[src/rtl/ascon_feeder_pkg.sv]
// rtl/ascon_feeder_pkg.sv - shared types and constants for the Ascon AXI4-Lite write feeder
// Contents: FSM state enum, AXI write-response codes, Ascon wrapper register map.
package ascon_feeder_pkg;

  typedef enum logic [1:0] {
    IDLE = 2'd0,
    ADDR = 2'd1,
    RESP = 2'd2
  } state_e;

  localparam logic [1:0] RESP_OKAY   = 2'b00;
  localparam logic [1:0] RESP_SLVERR = 2'b10;

  localparam logic [31:0] ASCON_BASE = 32'h0010_0000;
  localparam logic [31:0] OFS_NONCE  = 32'h0;
  localparam logic [31:0] OFS_AD     = 32'h1;
  localparam logic [31:0] OFS_PT     = 32'h2;
  localparam logic [31:0] OFS_KEY    = 32'h5;

endpackage

[src/rtl/ascon_feeder_fifo.sv]
// rtl/ascon_feeder_fifo.sv - command FIFO for the Ascon AXI4-Lite write feeder
// Ports:
//   clk, rst_n         clock, asynchronous active-low reset
//   push, push_data    write request and word (ignored while full)
//   pop, pop_data      read request (ignored while empty); pop_data shows the head
//   full, empty        status from pointer state only
module ascon_feeder_fifo #(
  parameter int Depth = 4,
  parameter int Width = 68
) (
  input  logic             clk,
  input  logic             rst_n,
  input  logic             push,
  input  logic [Width-1:0] push_data,
  input  logic             pop,
  output logic [Width-1:0] pop_data,
  output logic             full,
  output logic             empty
);

  localparam int PtrW = $clog2(Depth);

  // Extra MSB on each pointer distinguishes full from empty when the indices match.
  logic [PtrW:0]      wr_ptr;
  logic [PtrW:0]      rd_ptr;
  logic [Width-1:0]   mem [Depth];
  logic               do_push;
  logic               do_pop;

  assign do_push = push && !full;
  assign do_pop  = pop && !empty;

  always_ff @(posedge clk or negedge rst_n) begin
    if (!rst_n) begin
      wr_ptr <= '0;
      rd_ptr <= '0;
    end else begin
      if (do_push) wr_ptr <= wr_ptr + 1'b1;
      if (do_pop)  rd_ptr <= rd_ptr + 1'b1;
    end
  end

  always_ff @(posedge clk) begin
    if (do_push) mem[wr_ptr[PtrW-1:0]] <= push_data;
  end

  assign pop_data = mem[rd_ptr[PtrW-1:0]];
  assign empty    = (wr_ptr == rd_ptr);
  assign full     = (wr_ptr[PtrW-1:0] == rd_ptr[PtrW-1:0]) && (wr_ptr[PtrW] != rd_ptr[PtrW]);

endmodule

[src/rtl/ascon_axil_feeder.sv]
// rtl/ascon_axil_feeder.sv - queued AXI4-Lite write master feeding the Ascon wrapper
// Optional watchdog: define ASCON_FEEDER_TIMEOUT_EN.
// Ports:
//   clk_i, rst_ni                          clock, asynchronous active-low reset
//   cmd_valid_i/cmd_ready_o, cmd_*_i       command push {addr, data, strb}
//   m_aw*, m_w*, m_b*                      AXI4-Lite write channels
//   busy_o                                 queue non-empty or write in flight
//   err_o, timeout_o, err_clr_i            sticky error/watchdog flags and their clear
//   wr_count_o                             completed B handshakes, wrapping
module ascon_axil_feeder
  import ascon_feeder_pkg::*;
#(
  parameter int FifoDepth     = 4,
  parameter int AddrWidth     = 32,
  parameter int DataWidth     = 32,
  parameter int TimeoutCycles = 256
) (
  input  logic                   clk_i,
  input  logic                   rst_ni,
  input  logic                   cmd_valid_i,
  output logic                   cmd_ready_o,
  input  logic [AddrWidth-1:0]   cmd_addr_i,
  input  logic [DataWidth-1:0]   cmd_data_i,
  input  logic [DataWidth/8-1:0] cmd_strb_i,
  output logic                   m_awvalid_o,
  input  logic                   m_awready_i,
  output logic [AddrWidth-1:0]   m_awaddr_o,
  output logic [2:0]             m_awprot_o,
  output logic                   m_wvalid_o,
  input  logic                   m_wready_i,
  output logic [DataWidth-1:0]   m_wdata_o,
  output logic [DataWidth/8-1:0] m_wstrb_o,
  input  logic                   m_bvalid_i,
  output logic                   m_bready_o,
  input  logic [1:0]             m_bresp_i,
  output logic                   busy_o,
  output logic                   err_o,
  input  logic                   err_clr_i,
  output logic                   timeout_o,
  output logic [15:0]            wr_count_o
);

  localparam int CmdWidth = AddrWidth + DataWidth + DataWidth / 8;

  if (FifoDepth < 2 || (FifoDepth & (FifoDepth - 1)) != 0 || TimeoutCycles < 1) begin : g_param_check
    $error("ascon_axil_feeder: FifoDepth must be a power of two >= 2 and TimeoutCycles >= 1");
  end

  state_e              state;
  logic                aw_done;
  logic                w_done;
  logic                fifo_full;
  logic                fifo_empty;
  logic                fifo_pop;
  logic [CmdWidth-1:0] fifo_head;
  logic                aw_hs;
  logic                w_hs;
  logic                b_hs;
  logic                both_done;
  logic                tmo_fire;

  ascon_feeder_fifo #(
    .Depth (FifoDepth),
    .Width (CmdWidth)
  ) u_fifo (
    .clk       (clk_i),
    .rst_n     (rst_ni),
    .push      (cmd_valid_i),
    .push_data ({cmd_addr_i, cmd_data_i, cmd_strb_i}),
    .pop       (fifo_pop),
    .pop_data  (fifo_head),
    .full      (fifo_full),
    .empty     (fifo_empty)
  );

  assign cmd_ready_o = !fifo_full;
  assign fifo_pop    = (state == IDLE) && !fifo_empty;
  assign aw_hs       = m_awvalid_o && m_awready_i;
  assign w_hs        = m_wvalid_o && m_wready_i;
  assign b_hs        = m_bvalid_i && m_bready_o;
  // Done flags folded with this cycle's handshakes so AW and W finishing together count.
  assign both_done   = (aw_done || aw_hs) && (w_done || w_hs);
  assign m_awprot_o  = 3'b000;
  assign busy_o      = !fifo_empty || (state != IDLE);

`ifdef ASCON_FEEDER_TIMEOUT_EN
  localparam int TmrW = $clog2(TimeoutCycles + 1);
  logic [TmrW-1:0] timer;
  logic            leaving;
  logic            timeout_q;

  // A handshake that completes on the expiry cycle takes precedence over the watchdog.
  assign leaving  = ((state == ADDR) && both_done) || b_hs;
  assign tmo_fire = (state != IDLE) && !leaving && (timer == TmrW'(TimeoutCycles - 1));

  // Held at zero in IDLE and cleared on ADDR->RESP, so each busy state starts a fresh count.
  always_ff @(posedge clk_i or negedge rst_ni) begin
    if (!rst_ni) begin
      timer <= '0;
    end else if ((state == IDLE) || leaving || tmo_fire) begin
      timer <= '0;
    end else begin
      timer <= timer + 1'b1;
    end
  end

  always_ff @(posedge clk_i or negedge rst_ni) begin
    if (!rst_ni) begin
      timeout_q <= 1'b0;
    end else if (tmo_fire) begin
      timeout_q <= 1'b1;
    end else if (err_clr_i) begin
      timeout_q <= 1'b0;
    end
  end

  assign timeout_o = timeout_q;
`else
  assign tmo_fire  = 1'b0;
  assign timeout_o = 1'b0;
`endif

  // Set beats clear when both land on the same edge.
  always_ff @(posedge clk_i or negedge rst_ni) begin
    if (!rst_ni) begin
      err_o <= 1'b0;
    end else if ((b_hs && (m_bresp_i != RESP_OKAY)) || tmo_fire) begin
      err_o <= 1'b1;
    end else if (err_clr_i) begin
      err_o <= 1'b0;
    end
  end

  always_ff @(posedge clk_i or negedge rst_ni) begin
    if (!rst_ni) begin
      state       <= IDLE;
      m_awvalid_o <= 1'b0;
      m_wvalid_o  <= 1'b0;
      m_bready_o  <= 1'b0;
      m_awaddr_o  <= '0;
      m_wdata_o   <= '0;
      m_wstrb_o   <= '0;
      aw_done     <= 1'b0;
      w_done      <= 1'b0;
      wr_count_o  <= '0;
    end else begin
      case (state)
        IDLE: begin
          if (!fifo_empty) begin
            {m_awaddr_o, m_wdata_o, m_wstrb_o} <= fifo_head;
            m_awvalid_o <= 1'b1;
            m_wvalid_o  <= 1'b1;
            aw_done     <= 1'b0;
            w_done      <= 1'b0;
            state       <= ADDR;
          end
        end
        ADDR: begin
          if (tmo_fire) begin
            m_awvalid_o <= 1'b0;
            m_wvalid_o  <= 1'b0;
            state       <= IDLE;
          end else begin
            if (aw_hs) begin
              m_awvalid_o <= 1'b0;
              aw_done     <= 1'b1;
            end
            if (w_hs) begin
              m_wvalid_o <= 1'b0;
              w_done     <= 1'b1;
            end
            if (both_done) begin
              m_bready_o <= 1'b1;
              state      <= RESP;
            end
          end
        end
        RESP: begin
          if (b_hs) begin
            m_bready_o <= 1'b0;
            wr_count_o <= wr_count_o + 16'd1;
            state      <= IDLE;
          end else if (tmo_fire) begin
            m_bready_o <= 1'b0;
            state      <= IDLE;
          end
        end
        default: state <= IDLE;
      endcase
    end
  end

endmodule

[config.mk]
export PLATFORM = sky130hd
export DESIGN_NAME = ascon_axil_feeder
export DESIGN_NICKNAME = d
export VERILOG_FILES = /design/src/rtl/ascon_feeder_pkg.sv /design/src/rtl/ascon_feeder_fifo.sv /design/src/rtl/ascon_axil_feeder.sv
export SDC_FILE = /design/constraint.sdc
export NUM_CORES = 1
export LEC_CHECK = 0
export CORE_MARGIN = 4
export CORE_UTILIZATION = 55
export CTS_CLUSTER_DIAMETER = 60
export DETAILED_ROUTE_END_ITERATION = 10
export GPL_TIMING_DRIVEN = 0
export PLACE_DENSITY = 0.78
export SYNTH_ARGS = -nofsm -noshare
export SYNTH_HDL_FRONTEND = slang
export SYNTH_SLANG_ARGS = --single-unit
[constraint.sdc]
create_clock -name clk_i -period 3.4 [get_ports clk_i]
set_clock_uncertainty 0.1 [all_clocks]
set_input_delay 1.02 -clock clk_i [delete_from_list [all_inputs] [get_ports clk_i]]
set_output_delay 1.02 -clock clk_i [all_outputs]
set_load 0.1 [all_outputs]
==> impl_metrics.py <==
metrics = {
    "floorplan": {
        "fp-row-count": 57,
        "initial_core_util_pct": 56.32,
        "die_h_um": 166.3,
        "core_area_um2": 24460,
        "die_w_um": 166.3,
        "io_pins": 171,
        "dieArea_um2": 27650,
    },
    "synth": {
        "synth_seq_cells": 370,
        "netlist_top_cells_count": "edfxtp_1, dfrtp_1, mux4_2, mux2_1, xnor2_1",
        "ys.flop_type": "edfxtp_1",
        "yosys_warnings": 0,
        "yosysTopAreaCellShare_pct": 59.28,
        "synth_area_per_cell_um2": 21.80,
        "yosysMostFrequentCell": "edfxtp_1",
        "ys_seq_area_share_pct": 77.08,
        "yosys.area.top_type": "edfxtp_1",
        "syn_inst": 632,
        "synth.distinct_cells": 36,
        "synth-edff-count": 272,
        "netlist_area_um2": 13780,
        "ys_async_sr_fraction_pct": 26.49,
        "synthTopCellsByArea": "edfxtp_1, dfrtp_1, mux4_2, mux2_1, xnor2_1",
    },
    "critical_path": {
        "crit_required_ns": 2.28,
        "startpoint": "u_fifo.rd_ptr[0]$_DFFE_PN0P_",
        "reg2reg_depth": 5,
        "r2r-end": "m_wdata_o[7]$_DFFE_PN0P_",
        "crit_path_top_delay_cell": "dfrtp_1",
        "arrival_ns": 2.18,
        "crit_path_frequent_cell": "buf_2",
        "cp-end-kind": "primary output",
        "path_class": "flip-flop to primary output",
        "cp.depth": 5,
        "path_delay_family": "buffers and inverters",
        "path_buf_inv": 2,
        "path_max_fanout": 7,
        "slowest_delay_ns": 0.38,
        "startpoint_type": "flip-flop",
        "reg2reg_slack_ns": 0.89,
        "endpoint": "busy_o",
        "crit_chain": "buf_2, xnor2_1, and3_1, nand3_1, buf_2",
        "regToRegStartpoint": "u_fifo.rd_ptr[1]$_DFFE_PN0P_",
    },
    "finish": {
        "drive_above_1_share_pct": 18.85,
        "syn_to_final_growth_pct": 24.85,
        "multi_input_area_um2": 2970,
        "nets": 927,
        "n_fill_cell": 1502,
        "final_cells": 1195,
        "ff_latch_area_um2": 10620,
        "postLayoutCoreUtil_pct": 70.32,
    },
    "run": {
        "drv_cap": 0,
    },
    "cts": {
        "clock_latency_ns": 0.50,
        "cts_buffer_depth": 3,
        "clock_sinks": 370,
        "root_buffer": "clkbuf_16",
        "h-tree-depth": 2,
        "clkSlewWorstSetupHoldPaths_ns": 0.06,
        "numCtsBuffers": 36,
        "ctsHoldBuffers": 0,
        "cts_tree": "done",
    },
    "power": {
        "p_leak_nw": 6.288,
        "p_per_area_nw_per_um2": 627.8,
        "max-vdd-ir-drop_uv": 575.4,
    },
    "timing": {
        "slew_violations": 0,
        "fmax_mhz": 302.8,
        "finalSetupViolCount": 0,
        "rsz0062_at_grt": "no",
        "worst_slew_pin_slew_ns": 1.041,
        "relSlewSlack_pct": 30.40,
        "layout_min_cycle_time_ns": 3.303,
        "hold_violations": 0,
        "finalCritPeriodShare_pct": 97.14,
    },
    "grt": {
        "globalRouteOverflowTotal": 0,
        "grtUsageTotal_pct": 19.23,
        "grt_pass1_vias": 7420,
        "grt_pass1_wl_um": 41420,
        "antenna_found_initial": 1,
        "grt_max_degree": 60,
    },
    "placed_design": {
        "io_buffers": 166,
        "place.gp.congestion": 0.7413,
        "placedCellCount": 1130,
        "hpwl_um": 16650,
    },
    "drt": {
        "vias_per_cell": 5.604,
        "drc": 0,
        "dr.pass1.iters": 4,
        "finalWirelength_um": 26500,
        "ant_nets": 0,
        "route.detailed.wl_per_inst_um": 22.18,
        "drtIter0Drc": 423,
        "route.vias.total": 6697,
    },
    "hold_path": {
        "min_path_type": "flip-flop to flip-flop",
        "holdCritStartpoint": "wr_count_o[15]$_DFFE_PN0P_",
    },
    "run_status": {
        "status": "complete, no violations",
    },
}
## where the power goes
| group | internal, mW | switching (mW) |
|---|---|---|
| registers | 5.60 | 0.155 |
| clock network | 2.42 | 1.58 |
| logic | 0.380 | 0.659 |
| total | 8.40 | 2.39 |
## cell type report
class	instances	share of cell area [%]
repair buffers	171	10.39
clock buffers	47	5.717
well taps	324	2.357
flip-flops and latches	370	61.74
multi-input cells	228	17.27
plain buffers	29	1.098
inverters	8	0.1746
clock inverters	17	1.244
diodes	1	0.01455
## timing repair
item	4_1_cts	5_1_grt
buffers inserted	0	0
setup endpoints to repair	2	2
gates resized for setup	6	4
## cells in the final DEF (no fill, tap or decap), drive strengths merged, types with 2 or more instances in the layout
cell / count
ha: 6
conb: 4
nand3: 6
nor3: 3
clkdlybuf4s50: 163
and3: 7
bufinv: 5
nand4: 5
o21ai: 3
clkinvlp: 2
or2: 2
nand2: 11
inv: 9
buf: 29
a31oi: 2
clkbuf: 55
clkinv: 9
dfrtp: 98
xnor2: 16
nor4: 2
xor2: 6
mux2: 71
mux4: 68
a21oi: 6
edfxtp: 272
## metal layers
| metal | GRT usage (%) | part of all wire [%] | wire (um) | up-vias |
|---|---|---|---|---|
| met2 | 35.19 | 54 | 14180 | 195 |
| met1 | 23.78 | 39 | 10450 | 3508 |
| met3 | 3.666 | 5.0 | 1320 | 37 |
| li1 | - | - | - | 2957 |
| met4 | 4.909 | 2.1 | 552 | 0 |
| met5 | 0 | 0 | 0 | - |
## flip-flops by register name, indices dropped and copies added (netlist names), 2 cells and up
register	cells
u_fifo.mem	272
u_fifo.wr_ptr	3
wr_count_o	16
m_awaddr_o	32
state	2
u_fifo.rd_ptr	3
m_wstrb_o	4
m_wdata_o	32
## kinds of logic after synthesis
| group | after synthesis | share of synthesized area, % |
|---|---|---|
| flip-flops | 370 | 77.08 |
| multiplexers | 139 | 16.92 |
| AND/OR/NAND/NOR | 41 | 1.616 |
| buffers and inverters | 37 | 1.589 |
| XOR/XNOR | 22 | 1.398 |
| AO/OA/AOI/OAI | 16 | 0.8264 |
| adder cells (fa/ha/maj) | 6 | 0.5448 |
| other | 1 | 0.02722 |
## per-stage QoR
step	hold WS, ns	setup TNS (ns)	total power, mW	cell area [um^2]	worst slack [ns]
floorplan	0.3617	0	6.368	13790	0.1577
global placement	0.3606	-346.09	6.756	15860	-2.927
detailed placement	0.3704	-0.04898	6.917	16010	-0.04898
CTS	0.3827	-0.1106	10.92	17210	-0.1106
global route	0.3979	0	11.21	17200	0.01995
finish	0.3710	0	10.80	17200	0.09709
## how the worst min path moves through the flow
stage / end / slack (ns) / cells past startpoint
2_1_floorplan: u_fifo.wr_ptr[2]$_DFFE_PN0P_ / 0.36 / 1
3_3_place_gp: wr_count_o[15]$_DFFE_PN0P_ / 0.36 / 1
3_5_place_dp: wr_count_o[15]$_DFFE_PN0P_ / 0.37 / 1
4_1_cts: wr_count_o[15]$_DFFE_PN0P_ / 0.38 / 1
5_1_grt: wr_count_o[15]$_DFFE_PN0P_ / 0.40 / 1
6_report: wr_count_o[15]$_DFFE_PN0P_ / 0.37 / 1
Power figures use the tool's default switching activity.
